### config.mk
export PLATFORM = sky130hd
export DESIGN_NAME = param_down_timer
export DESIGN_NICKNAME = d
export VERILOG_FILES = /design/src/rtl/param_down_timer.sv
export SDC_FILE = /design/constraint.sdc
export NUM_CORES = 1
export LEC_CHECK = 0
export ABC_AREA = 1
export CAP_MARGIN = 25
export CORE_MARGIN = 8
export CORE_UTILIZATION = 45
export CTS_BUF_LIST = sky130_fd_sc_hd__clkbuf_2 sky130_fd_sc_hd__clkbuf_4 sky130_fd_sc_hd__clkbuf_8
export CTS_CLUSTER_DIAMETER = 50
export CTS_CLUSTER_SIZE = 40
export DETAILED_ROUTE_END_ITERATION = 8
export GPL_TIMING_DRIVEN = 0
export PLACE_DENSITY_LB_ADDON = 0.25
export SKIP_CTS_REPAIR_TIMING = 1
export SYNTH_ARGS = -nofsm -noshare
export SYNTH_HDL_FRONTEND = slang
export SYNTH_SLANG_ARGS = --single-unit
export TNS_END_PERCENT = 30
### constraint.sdc
create_clock -name clk -period 3.09 [get_ports clk]
set_input_delay 0.7725 -clock clk [delete_from_list [all_inputs] [get_ports clk]]
set_output_delay 0.7725 -clock clk [all_outputs]
set_load 0.01 [all_outputs]
### src/rtl/param_down_timer.sv
// param_down_timer: loadable down-counter/timer built from cascaded SEG_W-bit segments.
// Define PARAM_TIMER_RELOAD_EN to add an auto-reload register for periodic operation.
module param_down_timer #(
  parameter int WIDTH = 32,
  parameter int SEG_W = 8
) (
  input  logic             clk,
  input  logic             rst_,
  input  logic             load_valid,
  input  logic [WIDTH-1:0] load_value,
  output logic             load_ready,
  input  logic             start,
  input  logic             stop,
  output logic [WIDTH-1:0] q,
  output logic             busy,
  output logic             tc,
  output logic [1:0]       state_dbg
);

  localparam int NSEG = WIDTH / SEG_W;

  typedef enum logic [1:0] {
    IDLE  = 2'd0,
    RUN   = 2'd1,
    PAUSE = 2'd2
  } state_t;

  state_t           state;
  logic [NSEG:0]    borrow;
  logic [WIDTH-1:0] q_dec;
  logic [WIDTH-1:0] term_q;
  logic             q_zero;
  logic             q_one;
  logic             accept_load;
  logic             reload_nz;

  // Handshake: a load transfers when load_valid && load_ready at a rising edge.
  // load_ready is high exactly in IDLE and PAUSE; the requester holds load_valid until accepted.
  assign accept_load = load_valid && load_ready;
  assign q_one       = (q == WIDTH'(1));
  assign q_zero      = borrow[NSEG];
  assign state_dbg   = state;

  // Segment k borrows only when every lower registered segment reads zero.
  always_comb begin
    borrow    = '0;
    borrow[0] = 1'b1;
    q_dec     = q;
    for (int k = 0; k < NSEG; k++) begin
      borrow[k+1] = borrow[k] && (q[k*SEG_W +: SEG_W] == '0);
      if (borrow[k]) q_dec[k*SEG_W +: SEG_W] = q[k*SEG_W +: SEG_W] - SEG_W'(1);
    end
  end

`ifdef PARAM_TIMER_RELOAD_EN
  logic [WIDTH-1:0] reload;

  always_ff @(posedge clk or negedge rst_) begin
    if (!rst_) begin
      reload <= '0;
    end else if (accept_load) begin
      reload <= load_value;
    end
  end

  assign reload_nz = (reload != '0);
  assign term_q    = reload;
`else
  assign reload_nz = 1'b0;
  assign term_q    = '0;
`endif

  always_ff @(posedge clk or negedge rst_) begin
    if (!rst_) begin
      state      <= IDLE;
      q          <= '0;
      busy       <= 1'b0;
      tc         <= 1'b0;
      load_ready <= 1'b1;
    end else begin
      tc <= 1'b0;
      case (state)
        IDLE, PAUSE: begin
          // A load wins over a simultaneous start; start is re-evaluated next cycle.
          if (accept_load) begin
            q <= load_value;
          end else if (start && !stop && !q_zero) begin
            state      <= RUN;
            busy       <= 1'b1;
            load_ready <= 1'b0;
          end
        end
        RUN: begin
          if (stop) begin
            state      <= PAUSE;
            busy       <= 1'b0;
            load_ready <= 1'b1;
          end else if (q_one) begin
            tc <= 1'b1;
            q  <= term_q;
            if (!reload_nz) begin
              state      <= IDLE;
              busy       <= 1'b0;
              load_ready <= 1'b1;
            end
          end else begin
            q <= q_dec;
          end
        end
        default: begin
          state      <= IDLE;
          busy       <= 1'b0;
          load_ready <= 1'b1;
        end
      endcase
    end
  end

endmodule

==> impl_results.md <==
* Design Area, Final at 0.00361 mm2
* Clk root buf: clkbuf_8
* Critical Path RT at 2.32 ns
* Mean Syn Cell Area at 6.69 um2
* Slew @ Worst Pin at between 0.8 and 0.9 ns
* CP bufs+invs at 1
* Internal Power at 1.92 mW
* Synth unique cells at 28
* Max VDD drop at roughly 0.47 mV
* Final hold vios at 0
* Rel. slew slack at around 43%
* Non-Filler Instances at 558
* CTS tree: done
* Largest net degree at the start of global routing at 38
* Prevailing post-synth register cell: dfrtp_1
* Fin util at 61.7%
* Clock network latency to the later pin of the worst-skew pair at 0.29 ns
* Routed Antenna Nets at 0
* Maxcap violations at 0
* Chip height at 93.3 um
* Most frequent cells in the layout: 171 x nand2_1, 72 x clkdlybuf4s50_1, 39 x nand3_1
* Core area at approximately 0.0059 mm2
* FF-to-FF Start: q[8]$_DFFE_PN0P_
* Sw Ratio at 47.0%
* Synthesis Warnings at 0
* Post-synthesis sequential area ratio at 34.4%
* NetSw at 1.70 mW
* CP Max Fanout at 3
* Post-layout minimum cycle time at between 2 and 2.5 ns
* Setup TNS at 0 ns
* FF-to-FF setup slack at 1.29 ns
* Flop pwr share at 27.2%
* # DRC at 0
* Vias in the first global route at around 2800
* TritonCTS Buffers at 5
* Final HPWL DP at between 5 and 6 mm
* Clock power frac at 10.4%
* H-tree Lvls at 2
* Port bufs at between 70 and 80
* Diode count at 0
* Setup CP Type: reg -> out
* Die width at 93.3 um
* Comb power frac at 62.4%
* Status: complete, no violations
* Total Routing Usage GR at between 15 and 20%
* Mapped Nets at 446
* Worst path cell trace: clkdlybuf4s50_1
* Antenna violations before repair at 0
* Critical Path Stages at 1
* DR WL/cell at 13.3 um
* Synth Register Bits at 37
* Num ports at 74
* Post-synth EDFFs at 0
* Clock-pin slew on the worst setup and hold paths at 0.07 ns
* Unrepaired setup endpoints after global routing: false
* Lkg Pwr at 1.84 nW
* Worst path max stage delay at roughly 0.54 ns
* Worst R2R End: q[14]$_DFFE_PN0P_
* Setup slack after layout at 0.954 ns
* Ys async rst share at 100%
* Full die area at between 0.008 and 0.009 mm2
* Commonest non-fill, non-tap cell in the layout: nand2_1
* Placer Congestion at 0.813
* Crit path DAT at 1.36 ns
* Worst r2r path cells at 12
* Row cnt at 28
* Starting Density at 46.0%
* FILL cells at 528
* DR pass1 iterations at 4
* Vias per Instance at 5.01
* Area grow syn2layout at 34.1%
* Startpoint types: flip-flop
* # nets final at roughly 530
* Placed inst area at 0.00351 mm2
* Share of layout cells above drive strength 1 at roughly a tenth
* Cell Pwr Density at 1000 mW/mm2
* Final setup fails at 0
* Via Count at 2796
* Final WL at roughly 7.4 mm
* Mapped Cells at approximately 400
* Global-route wire length before repair at 12.5 mm
* Fmax at between 0.4 and 0.5 GHz
* Seq. cell area at ~930 um2
* Clk sinks at 37
* Footprint of the multi-input gates at roughly 0.0015 mm2
* CP max stage cell: dfstp_2
* Fin crit share at between 60% and 70%
* Crit path from: load_ready$_DFFE_PN1P_
* Maximum clock path buffer count at 2
* Dpl cells at 550
* Hold Path Class: reg -> reg
* Synth Cell Area at 0.00269 mm2
* Grt ovf at 0
* Crit path max-delay family: flip-flops
* Worst-case clock skew at 0.00897 ns
* Pins over their slew limit at 0
* Initial drt markers at 158
* CP Capture Point: load_ready
* CP Capture Type: primary output
* Pre-CTS setup slack at 0.671 ns
[per-layer routing]
| metal | track usage (%) | wire length [um] | share of wire (%) | vias to the layer above |
|---|---|---|---|---|
| li1 | - | - | - | 1428 |
| met1 | 21.7 | 3320 | 45 | 1290 |
| met2 | 28.7 | 3550 | 48 | 68 |
| met3 | 3.77 | 482 | 6.5 | 10 |
| met4 | 5.64 | 94 | 1.3 | 0 |
| met5 | 0 | 0 | 0 | - |
[synth_stat cells, types with 2 or more instances]
library cell  instances  area share, %
nand2_1             171             24
xnor2_1               3           0.98
nor2_1               31            4.3
inv_2                14            2.0
nand2_4               4            1.7
dfrtp_1              36             33
a21oi_1               9            1.7
nand3b_1             10            2.8
clkinv_2              2           0.37
nand3_2               3            1.1
nor2_2                3           0.70
inv_1                21            2.9
o21ai_0               5           0.93
ha_1                  7            3.3
nand2_2               2           0.46
nand3_1              39            7.3
clkbuf_1              3           0.42
buf_2                 5           0.93
xor2_1               13            4.2
buf_6                 3            1.3
nand4_1               5            1.2
a22oi_1               7            2.0
[power groups by stage]
| stage | Sequential [mW] | Combinational [mW] | Clock [mW] |
|---|---|---|---|
| floorplan | 1.04 | 1.37 | 0 |
| global placement | 0.987 | 2.20 | 0 |
| detailed placement | 0.989 | 2.27 | 0 |
| CTS | 0.984 | 2.28 | 0.378 |
| global route | 1.02 | 2.56 | 0.396 |
| finish | 0.985 | 2.26 | 0.375 |
[state kept, by name, summed over array words and instances, names as in the netlist]
register	cells
state_dbg	2
load_ready	1
tc	1
q	32
busy	1
[through the flow]
| stage | total power [mW] | hold WS, ns |
|---|---|---|
| 2_1_floorplan | 2.41 | 0.474 |
| 3_3_place_gp | 3.19 | 0.464 |
| 3_5_place_dp | 3.26 | 0.464 |
| 4_1_cts | 3.64 | 0.479 |
| 5_1_grt | 3.97 | 0.514 |
| 6_report | 3.62 | 0.474 |
[cells by family after synthesis]
family,after synthesis,share of synthesized area [%]
buf+inv,49,8.09
simple gates,271,44.2
xor+xnor,16,5.21
compound gates,22,4.83
fa+ha+maj,7,3.25
flops,37,34.4
[area by class of cell]
type,instances,share of cell area [%]
Multi-Input combinational cell,316,42.9
Sequential cell,37,25.7
Timing Repair Buffer,73,20.1
Clock buffer,8,2.70
Inverter,38,4.09
Buffer,11,1.94
Tap cell,75,2.60
[worst min path at each step]
stage / startpoint / end / slack (ns) / cells past startpoint
2_1_floorplan: load_ready$_DFFE_PN1P_ / load_ready$_DFFE_PN1P_ / 0.47 / 2
3_3_place_gp: busy$_DFFE_PN0P_ / busy$_DFFE_PN0P_ / 0.46 / 2
5_1_grt: load_ready$_DFFE_PN1P_ / load_ready$_DFFE_PN1P_ / 0.51 / 2
3_5_place_dp: busy$_DFFE_PN0P_ / busy$_DFFE_PN0P_ / 0.46 / 2
4_1_cts: load_ready$_DFFE_PN1P_ / load_ready$_DFFE_PN1P_ / 0.48 / 2
6_report: load_ready$_DFFE_PN1P_ / load_ready$_DFFE_PN1P_ / 0.47 / 2
No activity file was read; power rests on OpenSTA's default activity.
